`src/rtl/lcd_bus_reader.sv`:
```
// HD44780 read-cycle sequencer: busy-flag/address or data reads, with optional busy polling.
// Define LCD_READ_SYNC_EN to pass DATA_BUS through a 2-flop synchronizer before capture.
module lcd_bus_reader #(
  parameter int unsigned SETUP_CYC  = 3,
  parameter int unsigned E_HIGH_CYC = 16,
  parameter int unsigned HOLD_CYC   = 2,
  parameter int unsigned GAP_CYC    = 8,
  parameter int unsigned MAX_POLLS  = 4000
) (
  input  logic       iCLK_50MHZ,
  input  logic       iRST_N,
  input  logic       iREQ,
  input  logic       iRS,
  input  logic       iPOLL,
  input  logic [7:0] DATA_BUS,
  output logic       LCD_RS,
  output logic       LCD_RW,
  output logic       LCD_E,
  output logic [7:0] oDATA,
  output logic       oVALID,
  output logic       oTIMEOUT,
  output logic       oBUSY
);

`ifdef LCD_READ_SYNC_EN
  localparam int unsigned SYNC_EXTRA = 2;
  localparam int          CNT_W      = 9;
`else
  localparam int unsigned SYNC_EXTRA = 0;
  localparam int          CNT_W      = 8;
`endif

  localparam int unsigned E_LEN = E_HIGH_CYC + SYNC_EXTRA;

  // Down-counter reload values; a phase ends on the edge where the counter is zero.
  // The first setup after acceptance loads one more, covering the acceptance cycle.
  localparam logic [CNT_W-1:0] SETUP_FIRST = CNT_W'(SETUP_CYC);
  localparam logic [CNT_W-1:0] SETUP_LOAD  = CNT_W'(SETUP_CYC - 1);
  localparam logic [CNT_W-1:0] E_LOAD      = CNT_W'(E_LEN - 1);
  localparam logic [CNT_W-1:0] HOLD_LOAD   = CNT_W'(HOLD_CYC - 1);
  localparam logic [CNT_W-1:0] GAP_LOAD    = CNT_W'(GAP_CYC - 1);
  localparam logic [15:0]      POLL_MAX    = 16'(MAX_POLLS);

  typedef enum logic [2:0] {
    S_IDLE,
    S_SETUP,
    S_E_HIGH,
    S_HOLD,
    S_GAP,
    S_DONE
  } state_t;

  state_t           state_q;
  logic [CNT_W-1:0] cnt_q;
  logic [15:0]      poll_cnt_q;
  logic             poll_q;
  logic             rs_q;
  logic             rw_q;
  logic             e_q;
  logic [7:0]       data_q;
  logic             valid_q;
  logic             timeout_q;
  logic             busy_q;
  logic [7:0]       cap_src;

`ifdef LCD_READ_SYNC_EN
  logic [7:0] sync1_q;
  logic [7:0] sync2_q;

  // NOTE: synchronizer flops are ordinary registers, so they take the reset like all other state.
  always_ff @(posedge iCLK_50MHZ or negedge iRST_N) begin
    if (!iRST_N) begin
      sync1_q <= 8'h00;
      sync2_q <= 8'h00;
    end else begin
      sync1_q <= DATA_BUS;
      sync2_q <= sync1_q;
    end
  end

  assign cap_src = sync2_q;
`else
  assign cap_src = DATA_BUS;
`endif

  // NOTE: non-blocking assignments throughout, so every register sees the pre-edge values.
  always_ff @(posedge iCLK_50MHZ or negedge iRST_N) begin
    if (!iRST_N) begin
      state_q    <= S_IDLE;
      cnt_q      <= '0;
      poll_cnt_q <= 16'd0;
      poll_q     <= 1'b0;
      rs_q       <= 1'b0;
      rw_q       <= 1'b0;
      e_q        <= 1'b0;
      data_q     <= 8'h00;
      valid_q    <= 1'b0;
      timeout_q  <= 1'b0;
      busy_q     <= 1'b0;
    end else begin
      case (state_q)
        S_IDLE: begin
          if (iREQ) begin
            state_q    <= S_SETUP;
            cnt_q      <= SETUP_FIRST;
            poll_cnt_q <= 16'd1;
            poll_q     <= iPOLL & ~iRS;
            rs_q       <= iRS;
            rw_q       <= 1'b1;
            busy_q     <= 1'b1;
          end
        end
        S_SETUP: begin
          if (cnt_q == '0) begin
            state_q <= S_E_HIGH;
            cnt_q   <= E_LOAD;
            e_q     <= 1'b1;
          end else begin
            cnt_q <= cnt_q - CNT_W'(1);
          end
        end
        S_E_HIGH: begin
          if (cnt_q == '0) begin
            state_q <= S_HOLD;
            cnt_q   <= HOLD_LOAD;
            e_q     <= 1'b0;
            data_q  <= cap_src;
          end else begin
            cnt_q <= cnt_q - CNT_W'(1);
          end
        end
        S_HOLD: begin
          if (cnt_q == '0) begin
            state_q <= S_GAP;
            cnt_q   <= GAP_LOAD;
          end else begin
            cnt_q <= cnt_q - CNT_W'(1);
          end
        end
        S_GAP: begin
          if (cnt_q != '0) begin
            cnt_q <= cnt_q - CNT_W'(1);
          end else if (poll_q && data_q[7] && (poll_cnt_q < POLL_MAX)) begin
            state_q    <= S_SETUP;
            cnt_q      <= SETUP_LOAD;
            poll_cnt_q <= poll_cnt_q + 16'd1;
          end else begin
            state_q   <= S_DONE;
            valid_q   <= 1'b1;
            timeout_q <= poll_q & data_q[7];
            rs_q      <= 1'b0;
            rw_q      <= 1'b0;
          end
        end
        S_DONE: begin
          state_q    <= S_IDLE;
          valid_q    <= 1'b0;
          timeout_q  <= 1'b0;
          busy_q     <= 1'b0;
          poll_q     <= 1'b0;
          poll_cnt_q <= 16'd0;
        end
        default: state_q <= S_IDLE;
      endcase
    end
  end

  assign LCD_RS   = rs_q;
  assign LCD_RW   = rw_q;
  assign LCD_E    = e_q;
  assign oDATA    = data_q;
  assign oVALID   = valid_q;
  assign oTIMEOUT = timeout_q;
  assign oBUSY    = busy_q;

endmodule
```
`config.mk`:
```
export PLATFORM = sky130hd
export DESIGN_NAME = lcd_bus_reader
export DESIGN_NICKNAME = d
export VERILOG_FILES = /design/src/rtl/lcd_bus_reader.sv
export SDC_FILE = /design/constraint.sdc
export NUM_CORES = 1
export LEC_CHECK = 0
export CAP_MARGIN = 10
export CORE_ASPECT_RATIO = 2
export CORE_MARGIN = 5
export CORE_UTILIZATION = 45
export DETAILED_ROUTE_END_ITERATION = 12
export DONT_BUFFER_PORTS = 1
export GPL_TIMING_DRIVEN = 0
export PLACE_DENSITY = 0.71
export SETUP_SLACK_MARGIN = 0.1
export SLEW_MARGIN = 20
export SYNTH_ARGS = -nofsm -noshare
export SYNTH_HDL_FRONTEND = slang
export SYNTH_SLANG_ARGS = --single-unit
export TNS_END_PERCENT = 1
```
`constraint.sdc`:
```
create_clock -name iCLK_50MHZ -period 3.7 [get_ports iCLK_50MHZ]
set_clock_uncertainty 0.1 [all_clocks]
set_input_delay 0.74 -clock iCLK_50MHZ [delete_from_list [all_inputs] [get_ports iCLK_50MHZ]]
set_output_delay 0.74 -clock iCLK_50MHZ [all_outputs]
set_load 0.01 [all_outputs]
```
# Word level (Yosys, flattened, before mapping)
# Cells that the tools add are included.
[word_totals]
regBits = 42
inputBits = 13
out_inout_bits = 14
wordCells = 85
[classes]
addsub = 2
magnitude_cmp = 1
n_eq_ne = 13
mux = 36
n_bitwise = 3
reduce_logical = 19
[op_table]
columns = ["operator", "n"]
rows = [
  ["$mux W16", 3],
  ["$mux W8", 6],
  ["$pmux W16 S3", 1],
  ["$pmux W8 S5", 1],
  ["$mux W3", 6],
  ["$add A16 B1 Y16 const B", 1],
  ["$lt A16 B12 Y1 const B", 1],
  ["$pmux W3 S5", 1],
  ["$ne A2 B2 Y1 const B", 7],
  ["$pmux W1 S2", 7],
  ["$mux W1", 11],
  ["$reduce_and A3 Y1", 3],
  ["$logic_not A8 Y1", 1],
  ["$reduce_and A4 Y1", 2],
  ["$reduce_bool A2 Y1", 4],
  ["$reduce_bool A8 Y1", 1],
  ["$sub A8 B1 Y8 const B", 1],
  ["$eq A3 B2 Y1 const B", 2],
  ["$eq A3 B3 Y1 const B", 2],
  ["$reduce_and A5 Y1", 1],
  ["$reduce_bool A5 Y1", 1],
  ["$reduce_and A2 Y1", 2],
  ["$eq A3 B1 Y1 const B", 1],
  ["$logic_not A3 Y1", 1],
  ["5 further kinds", 7],
]

# Depth between registers and ports, before layout
# Gate-level depths: netlist of the first run.
[logic_depth]
depth_word = 5
depth_mapped = 9
mapped_depth_nobuf = 7

# Worst setup path after synthesis of the first run
# No wires, ideal clock.
[synth_path]
path_kind = "flip-flop to flip-flop"
start = "register cnt_q[0]"
end = "register poll_cnt_q[8]"
setup_time_ns = 0.122
t_arrival_ns = 2.336
required_ns = 3.478
path_slack_ns = 1.142
stages_incl_launch_ff = 10
path_buffers = 2
period_less_slack_ns = 2.558
cell_sequence = "dfrtp_1 -> inv_1 -> ha_1 -> or4b_1 -> buf_2 -> or2_1 -> buf_6 -> or4_4 -> a21oi_2 -> a2bb2oi_1"
[synth_between]
elab_chain_cells = 3
[synth_rtl]
columns = ["element", "line_no", "rtl"]
rows = [
  ["from (decl)", "54", "logic [CNT_W-1:0] cnt_q;"],
  ["from (signal assigned)", "119", "cnt_q <= cnt_q - CNT_W'(1);"],
  ["from (signal assigned)", "129", "cnt_q <= cnt_q - CNT_W'(1);"],
  ["from (signal assigned)", "137", "cnt_q <= cnt_q - CNT_W'(1);"],
  ["$reduce_bool A8 Y1", "141", "if (cnt_q != '0) begin"],
  ["$ne A2 B2 Y1 (no line)", "--", ""],
  ["$reduce_and A4 Y1 (no line)", "--", ""],
  ["to (signal assigned)", "146", "poll_cnt_q <= poll_cnt_q + 16'd1;"],
  ["to (decl)", "55", "logic [15:0] poll_cnt_q;"],
]
# Every way passes these cells.
# A chain may end at the register's enable or synchronous reset.

# Final worst setup path of the first run
[layout_path]
start = "register cnt_q[0]"
end = "register data_q[3] (netlist: oDATA[3])"
[layout_between]
elab_chain_cells = 2
[layout_rtl]
columns = ["element", "line_no", "rtl"]
rows = [
  ["$logic_not A8 Y1", "123", "if (cnt_q == '0) begin"],
  ["$reduce_and A2 Y1 (no line)", "--", ""],
  ["to (signal assigned)", "127", "data_q <= cap_src;"],
  ["to (decl)", "60", "logic [7:0] data_q;"],
]
# Every way passes these cells.

==> results of run 1 <==
[stage by stage]
step | area [sq um] | std cells | hold slack, ns | worst slack, ns
final | 2360 | 292 | 0.0247 | 0.848
after global routing | 2360 | 292 | 0.00726 | 0.679
after CTS | 2360 | 292 | 0.0231 | 0.828
after detailed placement | 2260 | 284 | 0.345 | 0.818
after global placement | 2260 | 284 | 0.345 | 0.840
after floorplan | 2190 | 227 | 0.338 | 1.14
[routing by layer]
metal | vias to the layer above | wire (microns)
met5 | - | 0
met1 | 893 | 1900
met3 | 16 | 124
li1 | 849 | -
met2 | 41 | 2970
met4 | 0 | 191
[final cells by class]
cell class                      instances  area [sq um]
Tap cell                               57          71.3
Multi-Input combinational cell        168          1060
Inverter                                6          22.5
Clock inverter                          2          12.5
Buffer                                 11          51.3
Clock buffer                            6          82.6
Sequential cell                        42          1050
Fill cell                             456          2460
[power by group]
group / switching (W) / total (W) / internal [W]
registers: 0.000104 / 0.000655 / 0.000551
clock network: 0.000169 / 0.000319 / 0.000150
logic: 0.000320 / 0.000517 / 0.000198
[how the worst min path moves through the flow]
stage	from	to	slack, ns
finish	iRST_N	LCD_RW	0.02
floorplan	iRST_N	LCD_E	0.34
CTS	iRST_N	LCD_RW	0.02
detailed placement	iRST_N	LCD_RW	0.35
global placement	iRST_N	LCD_RW	0.35
global route	iRST_N	LCD_RW	0.007
[cell families after synthesis]
group,count (synthesis)
xor gates and xnor gates,1
muxes,8
and+or+nand+nor,81
adders and majority gates,2
DFF,42
buffers and inverters,17
AOI/OAI and AO/OA,76
[placed cells by master (no fill, tap or decap), drive strengths merged, types with 3 or more instances in the layout]
master	instances
dfrtp	42
o21ai	23
nor2	22
a21oi	21
nand2	18
clkbuf	14
mux2	8
o31ai	8
nor2b	7
inv	6
or3	5
or4	5
nor4	5
nand4	4
a31oi	4
nand3	3
buf	3
[Yosys cell counts (2+ instances only)]
| library cell | number | area (sq um) |
|---|---|---|
| a21o_1 | 2 | 15.0 |
| a21oi_1 | 19 | 95.1 |
| a21oi_2 | 2 | 17.5 |
| a31oi_1 | 4 | 25.0 |
| buf_2 | 2 | 10.0 |
| clkbuf_1 | 8 | 30.0 |
| dfrtp_1 | 42 | 1050 |
| ha_1 | 2 | 25.0 |
| inv_1 | 6 | 22.5 |
| mux2_2 | 8 | 90.1 |
| nand2_1 | 18 | 67.6 |
| nand2b_1 | 2 | 12.5 |
| nand3_1 | 3 | 15.0 |
| nand4_1 | 4 | 25.0 |
| nor2_1 | 22 | 82.6 |
| nor2b_1 | 7 | 43.8 |
| nor3_1 | 2 | 10.0 |
| nor4_1 | 4 | 25.0 |
| o21a_1 | 2 | 15.0 |
| o21ai_0 | 23 | 115 |
| o22ai_1 | 2 | 12.5 |
| o31ai_1 | 7 | 52.6 |
| o41ai_1 | 2 | 17.5 |
| or3_1 | 5 | 31.3 |
| or4_1 | 4 | 30.0 |
[worst max-delay path, stage by stage (launching register included)]
cell     delay [ns]
dfrtp_1        0.44
inv_1          0.10
ha_1           0.22
or4b_1         0.43
buf_2          0.19
or2_1          0.25
buf_6          0.15
nor4_4         0.45
mux2_2         0.41
[registers in the layout, summed over array words and instances, names as in the netlist]
signal      cells
cnt_q           8
poll_cnt_q     16
oVALID          1
LCD_E           1
LCD_RW          1
oBUSY           1
state_q         3
oDATA           8
LCD_RS          1
poll_q          1
oTIMEOUT        1
==> flow_summary.ini, run 1 <==
[clocking]
numCtsBuffers = 5
cts_resized = 0
root_buffer = clkbuf_8
cts_tree = built
htreeDepth = 2
clkTransAtPathRegs_ns = 0.09
clock-sinks = 42
clockBufferDepth = 2
insertion_delay_ns = 0.30
cts_hold_buf = 0
post-cts-setup-buffers = 0

[floorplanning]
coreArea_sq_um = 4820
rows = 36
dieArea_sq_um = 6450
io_pins = 27
die_x_microns = 59.3
die_h_microns = 109
start_util = 0.454

[synthesis]
seq_area_frac_synth = 0.480
muxShareOfSynthArea = 0.0411
synth_xor_area_frac = 0.00400
synth_warnings = 0
synth_edf_count = 0
synth_adder_area_share = 0.0114
yosysUniqueCellTypes = 50
synth_seq_cells = 42
avgSynthCellArea_sq_um = 9.65
synth_compound_area_frac = 0.231
syn-cell-area_sq_um = 2190
async_flop_share = 1.00
ys.flop_type = dfrtp_1
syn_inst = 227
synth_top_family_by_area = compound AO/OA/AOI/OAI gates
synth-simple-area-share = 0.199
syn_nets = 242

[critical_path]
startpoint_type = flop
worst_setup_path_end_kind = flop
path_max_fanout = 10
reg2regPathDepth = 8
endpoint = oDATA[3]
r2r-start = cnt_q[0]
regToRegEndpoint = oDATA[3]
crit_type = flop to flop
cp_data_arrival_time_ns = 2.94
worst_ep_required_time_ns = 3.79
startpoint = cnt_q[0]
r2r_slack_ns = 0.85

[power]
vdd_drop_max_mv = 0.370
leakagePower_nw = 0.969
p_total_w = 0.00149
pwr_density_cell_nw_per_um2 = 633

[global_route]
grtUsageTotal = 0.178
use_met3 = 0.0284
grt_overflow_total = 0
grt_util_met2 = 0.327
grt_pass1_vias = 1784
grt_max_degree = 43
antenna_found_initial = 0
gr-max-usage-layer = met2
met1_usage = 0.181
grt_pass1_wl_microns = 8710

[detailed_routing]
drtAntennaViolNets = 0
avgRoutedWirePerCell_microns = 17.8
drt_iter0_drc = 42
route.vias.total = 1799
viasPerCell = 6.16
wirelength_microns = 5180
drc = 0
first_pass_iters = 4

[finish]
postLayoutCoreUtil = 0.489
n_antenna_cell = 0
area_growth_pct = 7.60
drive_above_1_share = 0.115
finalNetCount = 249

[timing]
tns_ns = 0
setup-violations-final = 0
slew-limit-headroom = 0.523
period_share = 0.771
fin_crit_ns = 2.85
rsz0062_at_grt = false
tightest_slew_ns = 0.713
finalHoldViolCount = 0
slew_violations = 0
clock.fmax_mhz = 351

[min_path]
hold_path_class = primary input to async pin

[placement]
numPortBuffers = 0
place.gp.congestion = 0.870
hpwl_microns = 3830

[outcome]
status = complete, no violations

[job]
drv_cap = 0
(Power assumes the default switching activity.)
==> inputs of run 2 (changes only) <==
--- a/config.mk
+++ b/config.mk
@@ -12,7 +12,7 @@
 export DETAILED_ROUTE_END_ITERATION = 12
 export DONT_BUFFER_PORTS = 1
 export GPL_TIMING_DRIVEN = 0
-export PLACE_DENSITY = 0.71
+export PLACE_DENSITY = 0.73
 export SETUP_SLACK_MARGIN = 0.1
 export SLEW_MARGIN = 20
 export SYNTH_ARGS = -nofsm -noshare
==> constraint.sdc (replaced) <==
create_clock -name iCLK_50MHZ -period 2.5 [get_ports iCLK_50MHZ]
set_clock_uncertainty 0.1 [all_clocks]
set_input_delay 0.5 -clock iCLK_50MHZ [delete_from_list [all_inputs] [get_ports iCLK_50MHZ]]
set_output_delay 0.5 -clock iCLK_50MHZ [all_outputs]
set_load 0.01 [all_outputs]
==> run 2 against run 1 <==
Against the previous run: the run now ends with negative setup slack left; critical path depth is 1 higher; sequential power is 48% higher; maximum frequency is 12% higher; total power is 64% higher; via count is 3.6% higher; die area stayed put; setup slack worse by 0.90 ns; combinational power is 93% higher; highest routed layer unchanged.
==> flow_summary.ini, run 2 (synthesis gave the netlist of run 1 again) <==
[min_path]
worstHoldEndpoint = oDATA[7]
holdPathStages = 1
min-delay-start = DATA_BUS[7]
hold_path_class = primary input to flop

[clocking]
clkTransAtPathRegs_ns = 0.09
cts_tree = built
clock-sinks = 42
numCtsBuffers = 5
root_buffer = clkbuf_8
clockBufferDepth = 2
insertion_delay_ns = 0.30
htreeDepth = 2

[critical_path]
crit_type = flop to flop
r2r_slack_ns = -0.05
critPathMaxStageDelay_ns = 0.50
cp_data_arrival_time_ns = 2.64
reg2regPathDepth = 9
worst_setup_path_end_kind = flop
path_max_fanout = 6
startpoint_type = flop
worst_ep_required_time_ns = 2.59
path_cells = inv_2 > ha_4 > or4b_4 > buf_6 > or2_1 > buf_6 > or4_4 > a21oi_2 > a2bb2oi_1
cp_slowest_cell = or4_4
r2r-start = cnt_q[1]
regToRegEndpoint = poll_cnt_q[8]
crit_path_frequent_cell = buf_6

[floorplanning]
dieArea_sq_um = 6450
io_pins = 27
die_x_microns = 59.3
start_util = 0.454
coreArea_sq_um = 4820
rows = 36
die_h_microns = 109

[finish]
finalNetCount = 262
largest_register_ffs = 16
layout_commonest_cell = dfrtp_1
regMostFlops = poll_cnt_q
postLayoutCoreUtil = 0.540
drive_above_1_share = 0.206
layout_common_cells = dfrtp_1, nor2_1, a21oi_1, nand2_1, o21ai_0
area_growth_pct = 18.9
n_antenna_cell = 0

[power]
p_comb_frac = 0.410
p_int_w = 0.00147
leakagePower_nw = 1.07
vdd_drop_max_mv = 0.682
p_seq_frac = 0.397
switching_share = 0.399
clockPowerShare = 0.192
p_switching_w = 0.000976
pwr_density_cell_nw_per_um2 = 940

[job]
drv_cap = 0

[placement]
place.gp.congestion = 0.828
numPortBuffers = 0
hpwl_microns = 3770

[detailed_routing]
avgRoutedWirePerCell_microns = 18.1
drtAntennaViolNets = 0
wirelength_microns = 5520
viasPerCell = 6.11
route.vias.total = 1864
drc = 0
drt_iter0_drc = 56
first_pass_iters = 5

[timing]
period_share = 1.02
hold-worst-slack_ns = 0.242
setup-violations-final = 6
rsz0062_at_grt = true
clock.fmax_mhz = 392
final.setup.worst_slack_ns = -0.0507
finalHoldViolCount = 0
tightest_slew_ns = 0.670
fin_crit_ns = 2.55
slew_violations = 0
slew-limit-headroom = 0.550

[global_route]
grt_pass1_wl_microns = 9150
grtUsageTotal = 0.186
grt_overflow_total = 0
antenna_found_initial = 0
grt_pass1_vias = 1871
grt_max_degree = 43

[outcome]
status = complete, but fails checks
violations = negative setup slack
run 2: changes by cell type in the layout (fill, tap and decap cells not counted), sizes merged:
| cell | delta |
|---|---|
| buf | +13 |
| clkbuf | -1 |
| dlygate4sd3 | +1 |
run 2: repair_timing:
| action | in CTS | in global routing |
|---|---|---|
| buffers inserted | 10 | 1 |
| hold buffers | 2 | 0 |
| pin swaps | 17 | 6 |
| gates resized for setup | 27 | 12 |
| endpoints found under the setup margin | 33 | 33 |
| gates cloned | 0 | 0 |
| endpoints found under the hold margin | 42 | 0 |
run 2: worst max path at each step:
stage / startpoint / end / slack, ns / cells past startpoint
CTS: cnt_q[1] / oDATA[0] / -0.05 / 9
global placement: cnt_q[0] / oDATA[4] / -0.30 / 8
finish: cnt_q[1] / poll_cnt_q[8] / -0.05 / 9
floorplan: cnt_q[0] / oDATA[0] / -0.05 / 8
detailed placement: cnt_q[0] / oDATA[0] / -0.32 / 8
global route: cnt_q[1] / poll_cnt_q[8] / -0.12 / 9
run 2: power groups by stage:
stage	registers, W	clock network, W	logic, W
after floorplan	0.000946	0	0.000616
after global placement	0.000979	0	0.000746
after detailed placement	0.000988	0	0.000766
after CTS	0.000968	0.000473	0.000956
after global routing	0.000992	0.000505	0.00111
final	0.000972	0.000470	0.00100
run 2: per-layer routing:
| layer | routed length (microns) | GRT usage |
|---|---|---|
| met3 | 157 | 0.0284 |
| met4 | 201 | 0.104 |
| met2 | 3120 | 0.338 |
| met5 | 0 | 0 |
| met1 | 2040 | 0.195 |
run 2: area by class of cell:
cell class                 count  area, sq um
multi-input combinational    168         1180
timing repair buffer          13          116
clock buffer                   6         82.6
clock inverter                 2         12.5
buffer                        11         68.8
fill                         421         2220
inverter                       6         22.5
sequential                    42         1050
tap                           57         71.3
run 2: critical path, delay by kind of cell (launching register included):
family	cells	cell delay, ns
flip-flops	1	0.41
AO/OA/AOI/OAI	2	0.25
buffers and inverters	3	0.37
adder cells (fa/ha/maj)	1	0.14
AND/OR/NAND/NOR	3	1.16
run 2: metrics by stage:
step                      setup TNS [ns]  total power, W  cell area, sq um  std cells  setup slack [ns]
after floorplan                   -0.469         0.00156              2190        227           -0.0496
after global placement             -5.61         0.00173              2270        284            -0.299
after detailed placement           -6.25         0.00175              2270        284            -0.320
after CTS                         -0.383         0.00240              2560        304           -0.0482
after global routing               -1.20         0.00260              2600        305            -0.116
final                             -0.147         0.00245              2600        305           -0.0507
==> inputs of run 3 (changes only) <==
--- a/config.mk
+++ b/config.mk
@@ -9,6 +9,7 @@
 export CORE_ASPECT_RATIO = 2
 export CORE_MARGIN = 5
 export CORE_UTILIZATION = 45
+export CTS_CLUSTER_DIAMETER = 60
 export DETAILED_ROUTE_END_ITERATION = 12
 export DONT_BUFFER_PORTS = 1
 export GPL_TIMING_DRIVEN = 0
==> results of run 3 <==
Final layout, timing and power as in run 2 (identical DEF).
